File: config.mk
export PLATFORM = sky130hd
export DESIGN_NAME = l2_arbiter
export DESIGN_NICKNAME = d
export VERILOG_FILES = /design/src/rtl/l2_arbiter.sv
export SDC_FILE = /design/constraint.sdc
export NUM_CORES = 1
export LEC_CHECK = 0
export BUFFER_PORTS_ARGS = -buffer_cell sky130_fd_sc_hd__clkbuf_2
export CAP_MARGIN = 20
export CORE_AREA = 3 3 571 573
export DETAILED_ROUTE_END_ITERATION = 6
export DIE_AREA = 0 0 574 576
export SLEW_MARGIN = 30
export SYNTH_ARGS = -nofsm -noshare
export SYNTH_HDL_FRONTEND = slang
export SYNTH_SLANG_ARGS = --single-unit
export TNS_END_PERCENT = 30
File: constraint.sdc
create_clock -name clk -period 2.6 [get_ports clk]
set_clock_uncertainty 0.1 [all_clocks]
set_input_delay 0.13 -clock clk [delete_from_list [all_inputs] [get_ports clk]]
set_output_delay 0.13 -clock clk [all_outputs]
set_load 0.005 [all_outputs]
File: src/rtl/l2_arbiter.sv
// Round-robin arbiter sharing the L2 port between the L1 I-cache and D-cache miss paths.
// Command/address/data are muxed from the granted side; the L2 response is routed back to it only.
module l2_arbiter #(
  parameter int ADDR_W = 32,
  parameter int LINE_W = 256,
  parameter int CNT_W  = 32
) (
  input  logic              clk,
  input  logic              rst,
  input  logic              i_read,
  input  logic [ADDR_W-1:0] i_addr,
  output logic [LINE_W-1:0] i_rdata,
  output logic              i_resp,
  input  logic              d_read,
  input  logic              d_write,
  input  logic [ADDR_W-1:0] d_addr,
  input  logic [LINE_W-1:0] d_wdata,
  output logic [LINE_W-1:0] d_rdata,
  output logic              d_resp,
  output logic              l2_read,
  output logic              l2_write,
  output logic [ADDR_W-1:0] l2_addr,
  output logic [LINE_W-1:0] l2_wdata,
  input  logic [LINE_W-1:0] l2_rdata,
  input  logic              l2_resp,
  output logic [CNT_W-1:0]  i_served,
  output logic [CNT_W-1:0]  d_served
);

  typedef enum logic [1:0] {IDLE, SERVE_I, SERVE_D, RELEASE} state_t;

  state_t state, state_nx;
  logic   last_d, last_d_nx;
  logic   i_pend, d_pend;

  assign i_pend = i_read;
  assign d_pend = d_read | d_write;

  always_ff @(posedge clk or negedge rst) begin
    if (!rst) begin
      state    <= IDLE;
      last_d   <= 1'b1;
      i_served <= '0;
      d_served <= '0;
    end else begin
      state  <= state_nx;
      last_d <= last_d_nx;
      if (state == SERVE_I && l2_resp) i_served <= i_served + CNT_W'(1);
      if (state == SERVE_D && l2_resp) d_served <= d_served + CNT_W'(1);
    end
  end

  always_comb begin
    state_nx  = state;
    last_d_nx = last_d;
    l2_read   = 1'b0;
    l2_write  = 1'b0;
    l2_addr   = '0;
    l2_wdata  = '0;
    i_resp    = 1'b0;
    d_resp    = 1'b0;
    i_rdata   = '0;
    d_rdata   = '0;
    case (state)
      IDLE: begin
        // With both pending, the side not granted last time wins.
        if (i_pend && (!d_pend || last_d)) begin
          state_nx  = SERVE_I;
          last_d_nx = 1'b0;
        end else if (d_pend) begin
          state_nx  = SERVE_D;
          last_d_nx = 1'b1;
        end
      end
      SERVE_I: begin
        l2_read = i_read;
        l2_addr = i_addr;
        i_resp  = l2_resp;
        i_rdata = l2_rdata;
        if (l2_resp) state_nx = RELEASE;
      end
      SERVE_D: begin
        // A simultaneous read+write from the D side is forwarded as a write only.
        l2_read  = d_read & ~d_write;
        l2_write = d_write;
        l2_addr  = d_addr;
        l2_wdata = d_wdata;
        d_resp   = l2_resp;
        d_rdata  = l2_rdata;
        if (l2_resp) state_nx = RELEASE;
      end
      RELEASE: state_nx = IDLE;
      default: state_nx = IDLE;
    endcase
  end

endmodule

# ---- Yosys cells after proc, flatten, opt, wreduce, memory -nomap -nowiden
# Index checks and enable logic that the tools add are counted.
# W data, S select, Z words.
dict set report totals {
  reg_bits 67
  inputBits 582
  word_cells 38
}
dict set report op_classes {
  add_sub_neg 2
  eq_ne 5
  n_mux 14
  n_bitwise 3
  n_reduce_logical 10
}
# op count
set op_table {}
lappend op_table {{$mux W256} 3}
lappend op_table {{$add A32 B1 Y32 const B} 2}
lappend op_table {{$pmux W32 S2} 1}
lappend op_table {{$mux W2} 3}
lappend op_table {{$pmux W2 S3} 1}
lappend op_table {{$mux W1} 5}
lappend op_table {{$eq A2 B2 Y1 const B} 2}
lappend op_table {{$reduce_and A2 Y1} 2}
lappend op_table {{$logic_and A1 B1 Y1} 3}
lappend op_table {{$ne A3 B3 Y1 const B} 1}
lappend op_table {{$eq A2 B1 Y1 const B} 1}
lappend op_table {{$logic_not A2 Y1} 1}
lappend op_table {{$ne A2 B1 Y1 const B} 1}
lappend op_table {{$pmux W1 S2} 1}
lappend op_table {{$reduce_bool A2 Y1} 1}
lappend op_table {{$reduce_or A2 Y1} 1}
lappend op_table {{$and A1 B1 Y1} 1}
lappend op_table {{$logic_not A1 Y1} 1}
lappend op_table {{$logic_or A1 B1 Y1} 1}
lappend op_table {{$not A1 Y1} 1}
lappend op_table {{$or A1 B1 Y1} 1}

# ---- Longest topological paths before layout
dict set report depth {
  word_depth 6
  mapped_depth 8
  mapped_depth_nobuf 6
}

# ---- Least setup slack after synthesis
# OpenSTA, ideal clock, no wires.
dict set report synth_path {
  path_type {flip-flop to flip-flop}
  startpoint {reg state[0]}
  endpoint {reg d_served[31]}
  t_arrival_ps 1869
  required_ps 2421
  path_slack_ps 552
  path_stages_with_launch 8
  path_buffers 1
  period_less_slack_ps 2048
  cell_sequence {dfrtp_1 inv_1 ha_1 buf_4 nand4_1 or4_1 nor4_4 xor2_1}
}
dict set report synth_via {
  elab_chain_len 2
}
# element line
set synth_lines {}
lappend synth_lines {{start: declaration} 32} ;# state_t state, state_nx;
lappend synth_lines {{start signal: assignment} 46} ;# state <= state_nx;
lappend synth_lines {{$eq A2 B2 Y1} 49} ;# if (state == SERVE_D && l2_resp) d_served <= d_served + CNT_W'(1);
lappend synth_lines {{$logic_and A1 B1 Y1} 49}
lappend synth_lines {{end signal: assignment} 49}
lappend synth_lines {{end: declaration} 27} ;# output logic [CNT_W-1:0] d_served
# No other way between the ends.
# A chain may end at the register's enable or synchronous reset.

# ---- Worst setup path in the final report
dict set report layout_path {
  startpoint {reg state[0]}
  endpoint {out l2_wdata[60]}
}
dict set report layout_via {
  elab_chain_len 2
}
# element line
set layout_lines {}
lappend layout_lines {{$eq A2 B2 Y1} 64} ;# case (state)
lappend layout_lines {{$mux W256} 64}
lappend layout_lines {{end: declaration} 23} ;# output logic [LINE_W-1:0] l2_wdata,
# No other way between the ends.

==> impl_results.md <==
* Clock latency on the worst-skew pair at between 0.3 and 0.4 ns
* Status: complete, no violations
* Arr. time, crit path at 2.32 ns
* Starting Density at 2.73%
* Delay-heaviest family, CP: buffers and inverters
* Final net count at ~3200
* Finished Cell Area at 23700 sq um
* First-pass GRT wire length at 306000 um
* Synthesized instance count at around 1200
* Post-route setup TNS at 0 ns
* Crit. End Element: output pin
* Avg WL per Cell at ~39 um
* CTS Buf Count at 9
* Synthesized Nets at 1796
* Lkg Pwr at 11.0 nW
* Area growth syn-to-layout at 171%
* Area of placed instances at 22600 sq um
* Post-synth top area cell: and2_1
* Gpl congestion at 0.997
* Final min period at 2.55 ns
* Rows at 208
* Final slew viol count at 0
* Power density over the cells at 903 nW/um^2
* Chip width at 574 um
* Worst slew margin at 53.0%
* Post-detail-place hpwl at about 250000 um
* Worst-path clk slew at 0.07 ns
* Max Clk Rate at between 300 and 400 MHz
* Main flop type after synthesis: dfrtp_1
* Crit start category: flop
* Bufs and invs on worst path at 3
* Slowest stage cell, crit path: and2_1
* MaxCap Viol Count at 0
* Largest net degree at the start of global routing at between 150 and 200
* Final Hold Violating Endpoints at 0
* Io pins at roughly 1500
* WP depth at 5
* Max incr delay on CP at 0.54 ns
* Port bufs at 1449
* CTS tree: yes
* Post-Route WL at 270000 um
* Final Setup Violations at 0
* Clk buf depth at 2
* First-pass DRT Iterations at 7
* Cells on worst reg2reg path at 7
* Slew @ Worst Pin at between 0.7 and 0.8 ns
* Post-synthesis sequential area ratio at 19.2%
* Core Area at 321000 sq um
* Placed Instances at 6898
* Die height at 576 um
* Layout cell share with drive strength beyond 1 at 59.4%
* Antenna viol nets, final at 0
* Avg Inst Size Synth at ~7.2 sq um
* Total grt overflow at 0
* Crit path cell chain: inv_2 -> ha_4 -> buf_12 -> and2_1 -> clkbuf_2
* Pwr Total at about 21 mW
* Initial antenna violation count at 234
* Largest fanout on the critical path at 111
* Synth Register Bits at 67
* DRC at 0
* Syn. warnings at 0
* Setup slack after layout at ~0.046 ns
* WHS at around 0.23 ns
* Initial DRC count at 1216
* DR vias/cell at around 2.4
* Vias at 16809
* Tcrit/Tclk final at a little over nine tenths
* Required @ worst endpoint at 2.37 ns
* Number of synthesized flops with an enable pin at 0
* Place WS at -0.0190 ns
* Area contributors post-synth: and2_1 (55%), dfrtp_1 (19%), xnor2_1 (4.5%)
* Distinct cell type count after synthesis at 39
* Critical path class: flop to output pin
* CTS sink count at 67
* Hold path cells at 3
* RSZ-0062 raised after global routing: true
* Number of global-route vias before repair at 16327
* Share of async-settable or async-resettable flops after synthesis at 100%
* CTS Root Cell: clkbuf_16
* VDD IR-drop max at 682 uV
* Layout Cells excl Fill at between 7000 and 8000
* GRT Total Usage at 15.6%
* Mapped cell area at slightly below 9000 sq um
* H-tree depth at 3
* Post-synth top area share at 55.2%
* Die area at 331000 sq um
* Min-Delay Path Class: input port to flop
* Final core area utilization at 7.38%
==> what timing repair did <==
| action | CTS | global route |
|---|---|---|
| endpoints found under the hold margin | 38 | 0 |
| pin swaps | 0 | 0 |
| endpoints found under the setup margin | 198 | 35 |
| resized for setup | 44 | 17 |
| gates cloned | 7 | 2 |
| hold buffers | 2 | 0 |
| setup buffers | 1 | 4 |
==> metal layers <==
metal	track usage, %	part of all wire (%)
met5	0.316	0.21
met4	4.88	3.6
met3	6.38	10
met2	24.0	44
met1	19.6	43
==> worst min-delay path, cell delays in order <==
cell and delay (ns):
clkbuf_2 0.25, nand2_1 0.21, xnor2_1 0.07
==> cell type report <==
class	instances	area (sq um)
Timing Repair Buffer	1499	9270
Sequential cell	67	1680
Inverter	9	33.8
Antenna cell	85	213
Fill cell	38102	297000
Clock buffer	10	229
Clock inverter	6	88.8
Tap cell	4305	5390
Multi-Input combinational cell	1034	6810
==> power by group <==
| part | switching (mW) | leakage, nW | internal (mW) |
|---|---|---|---|
| clock network | 0.600 | 0.150 | 0.843 |
| registers | 0.166 | 0.903 | 1.14 |
| logic | 11.8 | 9.92 | 6.83 |
==> cell usage in the layout (no fill, tap or decap), drive strengths merged, types with 2 or more instances in the layout <==
master | Yosys | layout
and4 | 3 | 3
and3 | 9 | 9
bufinv | 0 | 2
o21ai | 2 | 2
nand2 | 24 | 24
nand3 | 12 | 12
or4 | 2 | 2
and2 | 772 | 772
clkinvlp | 0 | 2
a21oi | 3 | 3
buf | 4 | 127
inv | 9 | 10
nor2 | 12 | 12
dlygate4sd3 | 0 | 2
ha | 5 | 5
nor4 | 9 | 9
xor2 | 17 | 17
a22oi | 32 | 32
nor2b | 32 | 32
clkbuf | 95 | 1377
xnor2 | 45 | 45
nor3 | 8 | 8
nand4 | 35 | 35
bufbuf | 0 | 3
diode | 0 | 85
nand2b | 2 | 2
dfrtp | 66 | 66
mux2 | 2 | 2
==> flip-flops by register name (all words and copies together), names as in the netlist <==
register	cells
d_served	32
i_served	32
last_d	1
state	2
==> kinds of logic after synthesis <==
kind of cell / Yosys count / share of synthesized area, %
AOI/OAI and AO/OA: 42 / 3.43
xor gates and xnor gates: 62 / 6.20
adders and majority gates: 5 / 0.714
buffers and inverters: 108 / 4.69
DFF: 67 / 19.2
muxes: 2 / 0.257
and+or+nand+nor: 923 / 65.5
==> final timing paths <==
check                              from           end  slack [ns]
setup / recovery               state[0]  l2_wdata[60]        0.05
hold / removal                  l2_resp   i_served[0]        0.23
setup reg to reg               state[0]  d_served[31]        0.19
hold reg to reg            i_served[31]  i_served[31]        0.38
max in group asynchronous           rst   i_served[9]        1.43
min in group asynchronous           rst  i_served[22]        0.25
==> Yosys cell counts, drive strengths merged, types with 2 or more instances <==
library cell  number
nor4               9
o21ai              2
xor2              17
and3               9
a22oi             32
nand2             24
and2             772
nor2              12
or4                2
and4               3
nand4             35
inv                9
nand2b             2
nor2b             32
mux2               2
xnor2             45
dfrtp             66
nor3               8
nand3             12
clkbuf            95
ha                 5
buf                4
a21oi              3
Power figures use the tool's default switching activity.
